### src/rtl/cpu_pkg.sv
// Shared CPU types reused by the renamer and the retire queue.
// Physical register, renamer write-back word and queue entry layouts.
package cpu_pkg;

  localparam int RQ_DEPTH = 8;

  typedef logic [3:0] phys_reg_t;

  typedef struct packed {
    phys_reg_t prev;
    phys_reg_t pnew;
  } wbs_t;

  typedef struct packed {
    logic      valid;
    logic      done;
    phys_reg_t prev;
  } rq_entry_t;

endpackage

### src/rtl/rq_ptr.sv
// Modulo-DEPTH pointer with increment enable.
// Used for both head and tail of the retire queue.
module rq_ptr #(
  parameter int DEPTH = 8,
  parameter int W     = 3
) (
  input  logic         clk_i,
  input  logic         rst_ni,
  input  logic         inc_i,
  output logic [W-1:0] ptr_o
);

  logic [W-1:0] ptr_q, ptr_d;

  // next pointer: wrap explicitly at DEPTH-1
  always_comb begin
    ptr_d = ptr_q;
    if (inc_i) begin
      ptr_d = (ptr_q == W'(DEPTH - 1)) ? '0 : ptr_q + 1'b1;
    end
  end

  // pointer register
  always_ff @(posedge clk_i or negedge rst_ni) begin
    if (!rst_ni) ptr_q <= '0;
    else         ptr_q <= ptr_d;
  end

  assign ptr_o = ptr_q;

endmodule

### src/rtl/retire_queue.sv
// In-order retire queue: frees previous physical regs as entries retire.
// Optional RETIRE_QUEUE_STATS_EN adds a 16-bit retired_count output.
module retire_queue
  import cpu_pkg::*;
#(
  parameter int DEPTH = RQ_DEPTH,
  parameter int TAG_W = $clog2(DEPTH)
) (
  input  logic             clk,
  input  logic             rst,
  input  logic             ena,
  input  logic             alloc_valid,
  input  logic [7:0]       alloc_wbs,
  output logic             alloc_ready,
  output logic [TAG_W-1:0] alloc_tag,
  input  logic             complete_valid,
  input  logic [TAG_W-1:0] complete_tag,
  output logic [3:0]       retireout,
  output logic             retire_ena_out,
  output logic             empty
`ifdef RETIRE_QUEUE_STATS_EN
  ,
  output logic [15:0]      retired_count
`endif
);

  rq_entry_t        ent_q [DEPTH];
  rq_entry_t        ent_d [DEPTH];
  logic [TAG_W-1:0] head, tail;
  logic [TAG_W:0]   cnt_q, cnt_d;
  logic             ret_vld_q;
  phys_reg_t        ret_reg_q;
  wbs_t             wbs;
  logic             do_alloc, do_ret, do_cmp;
  logic             unused_pnew;

  assign wbs         = alloc_wbs;
  assign unused_pnew = ^wbs.pnew;

  assign alloc_ready = cnt_q < (TAG_W + 1)'(DEPTH);
  assign empty       = (cnt_q == '0);
  assign alloc_tag   = tail;

  assign do_alloc = ena & alloc_valid & alloc_ready;
  assign do_ret   = ena & ent_q[head].valid & ent_q[head].done;
  assign do_cmp   = ena & complete_valid & ent_q[complete_tag].valid;

  rq_ptr #(.DEPTH(DEPTH), .W(TAG_W)) u_head (
    .clk_i  (clk),
    .rst_ni (rst),
    .inc_i  (do_ret),
    .ptr_o  (head)
  );

  rq_ptr #(.DEPTH(DEPTH), .W(TAG_W)) u_tail (
    .clk_i  (clk),
    .rst_ni (rst),
    .inc_i  (do_alloc),
    .ptr_o  (tail)
  );

  // entry updates: complete, then retire clear, then allocate write
  always_comb begin
    ent_d = ent_q;
    if (do_cmp) ent_d[complete_tag].done = 1'b1;
    if (do_ret) ent_d[head] = '0;
    if (do_alloc) begin
      ent_d[tail].valid = 1'b1;
      ent_d[tail].done  = 1'b0;
      ent_d[tail].prev  = wbs.prev;
    end
  end

  // occupancy: count + alloc - retire
  always_comb begin
    cnt_d = cnt_q;
    case ({do_alloc, do_ret})
      2'b10:   cnt_d = cnt_q + 1'b1;
      2'b01:   cnt_d = cnt_q - 1'b1;
      default: cnt_d = cnt_q;
    endcase
  end

  // queue state; the retire pulse reloads each cycle so it never repeats
  always_ff @(posedge clk or negedge rst) begin
    if (!rst) begin
      for (int i = 0; i < DEPTH; i++) ent_q[i] <= '0;
      cnt_q     <= '0;
      ret_vld_q <= 1'b0;
      ret_reg_q <= '0;
    end else begin
      ent_q     <= ent_d;
      cnt_q     <= cnt_d;
      ret_vld_q <= do_ret;
      ret_reg_q <= do_ret ? ent_q[head].prev : '0;
    end
  end

  assign retire_ena_out = ret_vld_q;
  assign retireout      = ret_reg_q;

`ifdef RETIRE_QUEUE_STATS_EN
  logic [15:0] stat_q;

  // retire counter, advances alongside each retire pulse
  always_ff @(posedge clk or negedge rst) begin
    if (!rst)        stat_q <= '0;
    else if (do_ret) stat_q <= stat_q + 16'd1;
  end

  assign retired_count = stat_q;
`endif

endmodule

### config.mk
export PLATFORM = sky130hd
export DESIGN_NAME = retire_queue
export DESIGN_NICKNAME = d
export VERILOG_FILES = /design/src/rtl/cpu_pkg.sv /design/src/rtl/rq_ptr.sv /design/src/rtl/retire_queue.sv
export SDC_FILE = /design/constraint.sdc
export NUM_CORES = 1
export LEC_CHECK = 0
export CAP_MARGIN = 0
export CORE_MARGIN = 4
export CORE_UTILIZATION = 55
export DETAILED_ROUTE_END_ITERATION = 7
export GPL_ROUTABILITY_DRIVEN = 0
export PLACE_DENSITY = 0.73
export SLEW_MARGIN = 30
export SYNTH_ARGS = -nofsm -noshare
export SYNTH_HDL_FRONTEND = slang
export SYNTH_HIERARCHICAL = 1
export SYNTH_SLANG_ARGS = --single-unit
### constraint.sdc
create_clock -name clk -period 3.7 [get_ports clk]
set_clock_uncertainty 0.05 [all_clocks]
set_input_delay 0.74 -clock clk [delete_from_list [all_inputs] [get_ports clk]]
set_output_delay 0.74 -clock clk [all_outputs]
set_load 0.02 [all_outputs]
==> summary.md <==
| Metric | Value |
|---|---|
| Status | `finished clean` |
| HPWL Detailed | `approximately 5.6 mm` |
| Routed len/inst | `19.6 µm` |
| Fin crit share | `85.5%` |
| Syn_nets | `316` |
| Die span in x | `roughly 85 µm` |
| Arrival @ worst endpoint | `3350 ps` |
| Clock transition at path regs | `around 70 ps` |
| Fillers | `between 400 and 500` |
| Final nets | `roughly 340` |
| First-pass GRT wire length | `between 10 and 15 mm` |
| Post-Syn Instances | `~300` |
| Worst slew pin tran | `about 840 ps` |
| Min Tclk post-route | `between 3000 and 4000 ps` |
| Die height | `around 85 µm` |
| Most frequent cell after synthesis | `dfrtp_1` |
| VDD IR max | `around 420 µV` |
| Asr flop ratio synth | `100%` |
| Synthesis warning total | `6` |
| Total grt overflow | `0` |
| Pwr dens | `about 750 mW/mm²` |
| Top cell type's share of synthesized area | `between 40% and 50%` |
| Hold Path Class | `reg -> reg` |
| Critical path class | `reg -> reg` |
| Final Slew Violations | `0` |
| CTS Hold Bufs | `0` |
| CP max FO | `20` |
| Clock sink count | `63` |
| Maximum clock frequency | `316 MHz` |
| Full die area | `between 0.007 and 0.008 mm²` |
| DRC | `0` |
| Post-synth EDFFs | `0` |
| Num rows | `27` |
| Register area share after synthesis | `a little under half` |
| Syn-to-layout area delta | `14.2%` |
| Top_reg_cell synth | `dfrtp_1` |
| Initial antenna violation count | `0` |
| Synth cell types | `52` |
| FF/Latch Area | `roughly 0.0016 mm²` |
| Num CTS Buffers | `9` |
| Core ar. | `0.00568 mm²` |
| Setup TNS | `0 ps` |
| Initial DRC Count | `197` |
| Initial core utilization | `around 58%` |
| Worst-Skew Late Latency | `about 340 ps` |
| List of most frequent post-synthesis cells | `dfrtp_1 (63), a22o_1 (33), nor2_1 (18), a21oi_1 (14), nand2_1 (12)` |
| Post-DRT Antenna Nets | `0` |
| Ranking of synthesized cells by area | `dfrtp_1 (48%), a22o_1 (8.8%), mux2i_1 (3.3%), mux2_2 (3.1%), ha_1 (2.7%)` |
| Synthesized area per cell | `between 10 and 15 µm²` |
| CTS H-Tree Depth | `3` |
| Ant diodes | `0` |
| CTS tree | `yes` |
| Root buf cell | `clkbuf_8` |
| Vias/cell | `roughly 6.3` |
| CP Data Required Time | `3880 ps` |
| Leakage | `about 1.7 nW` |
| I/O pins | `26` |
| Area leader, netlist | `dfrtp_1` |
| Hold Vio Cnt, Final | `0` |
| RSZ-0062 raised after global routing | `no` |
| Footprint of the multi-input gates | `0.00161 mm²` |
| GRT Total Usage | `23.0%` |
| Synthesized area | `approximately 0.0033 mm²` |
| Setup crit start kind | `flip-flop` |
| Relative slew slack | `approximately 44%` |
| Max cap viols | `0` |
| Buffers on Ports | `21` |
| Routed via count | `about 2500` |
| Cts repair resizes | `0` |
| Clock tree buffer depth | `2` |
| Crit. End Element | `flip-flop` |
| Util after Layout | `about two thirds` |
| Share of cells above drive strength 1 | `roughly 18%` |
| Yosys reg bits | `63` |
| First-pass DRT Iterations | `5` |
| Setup bufs post-CTS | `0` |
| Setup Viol. Count Final | `0` |
| Pin count of the biggest net entering global routing | `64` |
| DRT Wirelength | `between 7 and 8 mm` |
| Vias in the first global route | `around 2500` |
==> routing by layer <==
layer	vias to the layer above	global-route usage, %	wire (µm)
met5	-	0	0
met4	0	8.49	112
met3	13	3.98	365
met2	90	35.1	3660
met1	1237	32.8	3660
li1	1165	-	-
==> state kept, by name, summed over array words and instances (netlist names) <==
signal,flops
u_tail/ptr_o,3
retireout,4
u_head/ptr_o,3
cnt_q,4
retire_ena_out,1
ent_q,48
==> worst max-delay path, stage by stage, from the launching register on <==
cell,delay (ps)
dfrtp_1,890
mux2i_1,290
o22a_1,210
nand2_1,130
o221a_2,310
ha_1,270
xor2_1,180
ha_1,190
a21oi_1,160
xor2_1,170
nor2_1,70
xor2_1,140
==> cell families after synthesis <==
logic type | Yosys count | synth area share [%]
AOI/OAI and AO/OA | 89 | 21.0
xor gates and xnor gates | 5 | 1.33
adders and majority gates | 7 | 2.65
buffers and inverters | 23 | 3.53
DFF | 63 | 47.8
muxes | 20 | 6.41
and+or+nand+nor | 86 | 17.3
==> final timing paths <==
kind	startpoint	slack, ps	depth (start not counted)	end
setup / recovery	u_head/ptr_o[2]	540	11	cnt_q[2]
hold / removal	ent_q[9]	450	1	ent_q[9]
setup reg to reg	u_head/ptr_o[2]	540	11	cnt_q[2]
hold reg to reg	ent_q[9]	450	1	ent_q[9]
max in group asynchronous	rst	2580	2	ent_q[5]
min in group asynchronous	rst	510	2	ent_q[29]
==> final cells by class <==
class / count / area share [%]
multi-input cells: 207 / 42.6
clock inverters: 5 / 1.53
inverters: 9 / 0.896
repair buffers: 30 / 7.24
well taps: 72 / 2.39
clock buffers: 11 / 3.49
flip-flops and latches: 63 / 41.8
==> placed cells by master, fill, tap and decap left out, types with 2 or more instances in the layout <==
cell type,count
a31oi_1,5
dfrtp_1,63
nor3_4,3
ha_1,7
a31oi_2,4
xor2_1,3
xnor2_1,2
nand3_1,6
nor4_2,2
nor3_1,6
or3_1,2
clkbuf_1,2
and3_1,4
o22a_1,2
mux2i_1,11
o21ai_0,7
clkdlybuf4s50_1,20
clkinv_2,2
or2_2,2
nand3b_1,2
nor2_2,2
nor3b_1,3
nor2b_1,9
a21oi_1,14
buf_4,9
a22o_1,33
o221ai_1,3
nand2_1,12
nor2_1,18
and2_1,2
mux2_2,9
a211oi_1,3
clkbuf_8,9
o22ai_1,6
a21o_1,5
nand2b_1,3
inv_1,9
nor4_4,2
==> where the power goes <==
| part | leakage, nW | switching [W] | internal, W |
|---|---|---|---|
| Clock | 0.0977 | 0.000269 | 0.000313 |
| Combinational | 0.770 | 0.000572 | 0.000505 |
| Sequential | 0.839 | 0.000279 | 0.000878 |
| Total | 1.71 | 0.00112 | 0.00170 |
==> per-stage QoR <==
stage | setup slack (ps) | cells | power (W) | hold WS, ps | area (µm²)
global placement | 467 | 381 | 0.00218 | 430 | 3580
finish | 536 | 397 | 0.00282 | 452 | 3770
global route | 364 | 397 | 0.00300 | 464 | 3770
detailed placement | 378 | 381 | 0.00223 | 433 | 3580
CTS | 551 | 397 | 0.00281 | 449 | 3770
floorplan | 1030 | 293 | 0.00191 | 394 | 3300
Power figures use the tool's default switching activity.
